$ cat src/rtl/alu_mul_seq.sv
// Shift-add multiplier sequencer that drives the shared EX-stage ALU with ADD
// commands to form the low WIDTH bits of op_a*op_b. Optional MLA accumulate via `ALU_MUL_SEQ_MLA_EN.
module alu_mul_seq #(
    parameter int WIDTH = 32,
    parameter int CNT_W = 5
) (
    input  logic             clk,
    input  logic             rst,
    input  logic             start,
    input  logic [WIDTH-1:0] op_a,
    input  logic [WIDTH-1:0] op_b,
    input  logic             set_flags,
    input  logic [3:0]       flags_in,
    output logic [3:0]       alu_cmd,
    output logic [WIDTH-1:0] alu_val1,
    output logic [WIDTH-1:0] alu_val2,
    output logic             alu_c,
    input  logic [WIDTH-1:0] alu_out,
    output logic             busy,
    output logic             stall,
    output logic             done,
    output logic [WIDTH-1:0] result,
    output logic [3:0]       sr_out,
    output logic             sr_we
`ifdef ALU_MUL_SEQ_MLA_EN
    ,
    input  logic [WIDTH-1:0] acc_in,
    input  logic             mla
`endif
);

    typedef enum logic [1:0] {
        S_IDLE = 2'd0,
        S_ITER = 2'd1,
        S_DONE = 2'd2
    } state_t;

    localparam logic [3:0] CMD_NOP = 4'b0000;
    localparam logic [3:0] CMD_ADD = 4'b0010;

    state_t             state_q, state_d;
    logic [WIDTH-1:0]   acc_q, acc_d;
    logic [WIDTH-1:0]   mcand_q, mcand_d;
    logic [WIDTH-1:0]   mplr_q, mplr_d;
    logic [CNT_W-1:0]   cnt_q, cnt_d;
    logic [WIDTH-1:0]   result_q, result_d;
    logic               sf_q, sf_d;
    logic [WIDTH-1:0]   acc_init;
    logic               last_iter;

`ifdef ALU_MUL_SEQ_MLA_EN
    assign acc_init = mla ? acc_in : '0;
`else
    assign acc_init = '0;
`endif

    // Finish once no multiplier bits remain above the one consumed this cycle.
    assign last_iter = (mplr_q[WIDTH-1:1] == '0) || (cnt_q == CNT_W'(WIDTH - 1));

    always_ff @(posedge clk) begin
        if (rst) begin
            state_q  <= S_IDLE;
            acc_q    <= '0;
            mcand_q  <= '0;
            mplr_q   <= '0;
            cnt_q    <= '0;
            result_q <= '0;
            sf_q     <= 1'b0;
        end else begin
            state_q  <= state_d;
            acc_q    <= acc_d;
            mcand_q  <= mcand_d;
            mplr_q   <= mplr_d;
            cnt_q    <= cnt_d;
            result_q <= result_d;
            sf_q     <= sf_d;
        end
    end

    always_comb begin
        state_d  = state_q;
        acc_d    = acc_q;
        mcand_d  = mcand_q;
        mplr_d   = mplr_q;
        cnt_d    = cnt_q;
        result_d = result_q;
        sf_d     = sf_q;
        alu_cmd  = CMD_NOP;
        alu_val1 = '0;
        alu_val2 = '0;
        stall    = 1'b0;
        done     = 1'b0;
        sr_we    = 1'b0;

        case (state_q)
            S_IDLE: begin
                stall = start;
                if (start) begin
                    acc_d   = acc_init;
                    mcand_d = op_a;
                    mplr_d  = op_b;
                    cnt_d   = '0;
                    sf_d    = set_flags;
                    state_d = S_ITER;
                end
            end
            S_ITER: begin
                stall    = 1'b1;
                alu_cmd  = CMD_ADD;
                alu_val1 = acc_q;
                alu_val2 = mplr_q[0] ? mcand_q : '0;
                acc_d    = alu_out;
                mcand_d  = mcand_q << 1;
                mplr_d   = mplr_q >> 1;
                cnt_d    = cnt_q + CNT_W'(1);
                if (last_iter) begin
                    result_d = alu_out;
                    state_d  = S_DONE;
                end
            end
            S_DONE: begin
                done    = 1'b1;
                sr_we   = sf_q;
                state_d = S_IDLE;
            end
            default: begin
                state_d = S_IDLE;
            end
        endcase
    end

    // Z and N come from the product; C and V pass through untouched.
    assign sr_out = {(acc_q == '0), flags_in[2], acc_q[WIDTH-1], flags_in[0]};
    assign alu_c  = 1'b0;
    assign busy   = (state_q != S_IDLE);
    assign result = result_q;

endmodule

$ cat config.mk
export PLATFORM = sky130hd
export DESIGN_NAME = alu_mul_seq
export DESIGN_NICKNAME = d
export VERILOG_FILES = /design/src/rtl/alu_mul_seq.sv
export SDC_FILE = /design/constraint.sdc
export NUM_CORES = 1
export LEC_CHECK = 0
export ABC_AREA = 1
export CORE_ASPECT_RATIO = 0.9
export CORE_MARGIN = 8
export CORE_UTILIZATION = 30
export DETAILED_ROUTE_END_ITERATION = 16
export PLACE_DENSITY = 0.7
export SLEW_MARGIN = 30
export SYNTH_ARGS = -nofsm -noshare
export SYNTH_HDL_FRONTEND = slang
export SYNTH_SLANG_ARGS = --single-unit
$ cat constraint.sdc
create_clock -name clk -period 1.4 [get_ports clk]
set_input_delay 0.14 -clock clk [delete_from_list [all_inputs] [get_ports clk]]
set_output_delay 0.14 -clock clk [all_outputs]
set_load 0.1 [all_outputs]
* Word-level counts from Yosys, hierarchy flattened
Index checks and enable logic that the tools add are counted.
** Storage, ports and cells
- Bits in registers :: 136
- Logic and storage cells :: 41
- Input port bits :: 104
- Output and inout bits :: 109
** Operators by class
- Add/subtract/negate cells :: 1
- Equal/unequal tests :: 5
- Reduce and logical (&&, ||, !) cells :: 10
- Muxes and demuxes :: 18
** Operators by type and width (count)
- two-way mux 32 bit :: 6
- case mux 32 bit (2 select lines) :: 3
- logical NOT 32 bit :: 1
- logical NOT 31 bit :: 1
- case mux 5 bit (2 select lines) :: 1
- AND reduction 2 bit :: 4
- two-way mux 2 bit :: 3
- adder 5 x 1 -> 5 bit, second input constant :: 1
- equality test 5 bit, second input constant :: 1
- two-way mux 5 bit :: 1
- != test 2 bit, second input constant :: 2
- case mux 2 bit (2 select lines) :: 1
- nonzero test 2 bit :: 2
- equality test 2 x 1 -> 1 bit, second input constant :: 1
- equality test 2 bit, second input constant :: 1
- logical NOT 2 bit :: 1
- two-way mux 1 bit :: 2
- case mux 1 bit (2 select lines) :: 1
- logical OR 1 bit :: 1

* Logic depth before layout (Yosys ltp)
- Depth in word-level cells :: 4
- Depth in mapped cells :: 10
- Depth with buffers taken out :: 9

* Worst setup path after synthesis
No wires, ideal clock.
- Kind :: reg2out
- Start :: register state_q[1]
- End :: output sr_we
- Stages on the path, launching flop included :: 3
- Required time :: 1260 ps
- Path buffers :: 0
- Slack :: -1312 ps
- Arrival :: 2572 ps
- Cells stage by stage :: dfxtp_1 -> inv_1 -> nor3b_1
** On the way
- Cells in the longest elaborated chain, start to end :: 2
** RTL lines
- start: declaration :: RTL line 41 : state_t state_q, state_d;
- start signal: assignment :: RTL line 70 : state_q <= state_d;
- equality test 2 bit :: RTL line 95 : case (state_q)
- two-way mux 1 bit :: RTL line 95
- end: declaration :: RTL line 24 : output logic sr_we
No other way between the ends.

* Worst setup path after layout
- Start :: register acc_q[17]
- End :: output sr_out[3]
** On the way
- Cells in the longest elaborated chain, start to end :: 1
** RTL lines
- start: declaration :: RTL line 42 : logic [WIDTH-1:0] acc_q, acc_d;
- start signal: assignment :: RTL line 63 : acc_q <= '0;
- start signal: assignment :: RTL line 71 : acc_q <= acc_d;
- logical NOT 32 bit :: RTL line 133 : assign sr_out = {(acc_q == '0), flags_in[2], acc_q[WIDTH-1], flags_in[0]};
- end: declaration :: RTL line 23 : output logic [3:0] sr_out,
No other way between the ends.

==> results.md <==
- RSZ-0062 raised after global routing: yes
- power density over the cells: 899 nW/um2
- maximum VDD drop: 0.713 mV
- WP data arrival: 1.78 ns
- critical setup path kind: reg -> out
- peak clock frequency supported by timing: 0.521 GHz
- average size of a mapped cell: 6.77 um2
- endpoint class of the critical path: output port
- ratio of routed vias to standard cells: 4.88
- pin count of the biggest net entering global routing: 102
- fraction of synthesized cell area taken by the top area cell type: 43.2%
- number of global-route vias before repair: 7,157
- number of optimization iterations in the first detailed-route pass: 5
- power share of the combinational group: 27.6%
- # diodes: 0
- Worst Tran Pin Value: 0.632 ns
- category of the worst setup path launch point: flip-flop
- number of slew-limit violations in the final report: 0
- Core Footprint: 20,700 um2
- # DRC: 0
- #FFs+latches synth: 136
- insertion delay of the later-clocked pin in the worst-skew pair: 0.42 ns
- total length of routed wires: 27,200 um
- delay of the slowest critical-path stage: 0.35 ns
- required time worst endpoint: 1.26 ns
- Clock power frac: 37.1%
- static leakage: 0.00537 uW
- hold violation count in the final report: 0
- Initial Util: 30.4%
- total of warnings raised by yosys: 0
- post-route antenna net violation count: 0
- clock tree buffer depth: 2
- final cycle utilization of the critical path: 137%
- drt first-iter violations: 366
- top cells by area in the synthesized netlist: dfxtp_1, nand2_1, nor2_1
- share of total power consumed by net switching: 31.3%
- total overflow reported by the global router: 0
- launch point of the critical path: acc_q[17]$_SDFFE_PP0P_
- die height: 153 um
- average routed wire per standard cell: 18.0 um
- worst path cell trace: nor4_4 > buf_4 > nand4_1 > nor2_4 > buf_12
- setup skew after layout: 0.0112 ns
- CTS tree: built
- fin util: 65.2%
- routability congestion estimate: 0.786
- sequential group share of total power: 35.3%
- die extent in x: 169 um
- area post-placement: 10,500 um2
- slew margin rel.: 57.9%
- power dissipated by switching net loads: 3790 uW
- cell with the largest stage delay on the worst path: dfxtp_2
- violated checks: setup timing
- wire length of the first global-routing pass: 38,700 um
- number of cell instances on the worst register-to-register path: 11
- layout cell share with drive strength beyond 1: 45.4%
- run status: finished with violations
- minimum period implied by the final worst setup slack: 1.92 ns
- finished layout cell area: 13,500 um2
- Total GRT Usage: 18.9%
- Cell Int Power: 8340 uW
- maxcap violations: 0
- area overhead of the layout relative to synthesis: 114%
- critical-path maximum fanout: 2
- total number of vias: 7,380
- Setup Viol. Count Final: 203
- worst hold path depth: 4
- synth unique cells: 28
- final net count: 1,319
- launch point of the worst reg-to-reg path: mplr_q[5]$_SDFFE_PP0P_
- initial antenna violation count: 0
- number of rows in the core area: 50
- crit path setup slack, layout: -0.519 ns
- cell area after technology mapping: 6300 um2
- maximum level of the CTS H-tree: 4
- number of buffers added by the clock tree synthesis step: 17
- number of I/O port buffers: 202
- Ports: 213
- Clock Pin Slew Worst Setup and Hold Paths: 0.06 ns
- number of instances in the synthesized netlist: 931
- class of the worst hold path: in -> reg
- library cell with the largest summed area after synthesis: dfxtp_1
- total half-perimeter wirelength after legalization and detailed placement: 15,100 um
- total die area: 25,900 um2
- buffer type at the clock tree root: clkbuf_16
- worst hold path startpoint: rst
- worst hold margin: 0.113 ns
- TritonCTS Sinks: 136
- sequential cell area fraction in the yosys report: 43.2%
cell type report:
cell class | count | area, um2
Fill cell | 1561 | 7210
Multi-Input combinational cell | 621 | 4290
Inverter | 104 | 420
Timing Repair Buffer | 333 | 5110
Sequential cell | 136 | 2740
Clock buffer | 20 | 457
Clock inverter | 12 | 126
Tap cell | 286 | 358
cells in the mapped netlist:
cell      count
buf_2        16
nand4_1      34
a21oi_1      70
nor2_8        1
a31oi_1      33
o21ai_0      43
nor3_1        1
buf_6        10
nand3_1       1
nand2_2       1
ha_1          2
o21ai_4       1
buf_4        19
nor2_2        1
clkinv_2      1
clkbuf_1     26
nand2_4       1
nand2_1     276
conb_1        1
nor4_1        8
inv_2         1
inv_1       102
or2_4         1
o21ai_1      22
nor2_1      120
nor3b_1       1
buf_1         2
dfxtp_1     136
path summary, 6_finish.rpt:
check / to / slack [ns]
max: sr_out[3] / -0.52
min: state_q[0]$_SDFFE_PP0P_ / 0.11
max reg2reg: result[2]$_SDFFE_PP0P_ / -0.31
min reg2reg: mplr_q[9]$_SDFFE_PP0P_ / 0.47
layout by cell type (no fill, tap or decap), drive strengths merged:
master / Yosys / routed
inv: 103 / 103
clkinvlp: 0 / 2
a31oi: 33 / 33
buf: 47 / 225
dfxtp: 136 / 136
nor3b: 1 / 1
nand3: 1 / 1
nor4: 8 / 8
nor2: 122 / 122
conb: 1 / 4
nand2: 278 / 278
nor3: 1 / 1
bufinv: 0 / 2
clkinv: 1 / 9
o21ai: 66 / 66
clkbuf: 26 / 30
clkdlybuf4s50: 0 / 98
a21oi: 70 / 70
ha: 2 / 2
or2: 1 / 1
nand4: 34 / 34
flip-flops by register name, indices dropped and copies added (netlist names):
name / count
mplr_q: 32
cnt_q: 5
sf_q: 1
acc_q: 32
result: 32
state_q: 2
mcand_q: 32
critical path: cells and delay by family (launching register included):
| family | cells | cell delay (ns) |
|---|---|---|
| and+or+nand+nor | 3 | 0.66 |
| DFF | 1 | 0.35 |
| buffers and inverters | 2 | 0.34 |
logic make-up after synthesis:
kind of cell	after synthesis	synth area share, %
and+or+nand+nor	446	28.9
buffers and inverters	177	13.2
AOI/OAI and AO/OA	169	14.3
DFF	136	43.2
adders and majority gates	2	0.397
other	1	0.0595
power by group through the flow:
stage,clock network [uW],registers [uW],logic [uW]
after floorplan,0,4290,1520
after global placement,0,4300,2280
after detailed placement,0,4310,2300
after CTS,4570,4260,2780
after global routing,4740,4310,3530
final,4500,4290,3350
per-stage QoR:
step                setup WS [ns]  std cells  TNS, ns  power, uW
floorplan                  -0.315        934   -11.48       5810
global placement          -0.0927       1403    -6.05       6580
detailed placement         -0.117       1403    -8.29       6620
CTS                        -0.492       1489   -35.82      11600
global route               -0.599       1512   -59.26      12600
finish                     -0.519       1512   -46.40      12100
layer usage:
layer  wire, um  share of wire [%]  track usage [%]
met5          0                  0                0
met4        612                2.3             5.99
met3       2200                8.1             6.30
met2      13200                 49             30.8
met1      11200                 41             23.1
repair_timing:
action / 4_1_cts / 5_1_grt
gates cloned: 20 / 13
buffers inserted: 37 / 25
pin swaps: 45 / 69
gates resized for setup: 147 / 238
hold buffers: 0 / 0
endpoints found under the setup margin: 107 / 203
Note: power is estimated with default switching activity, not from simulation.
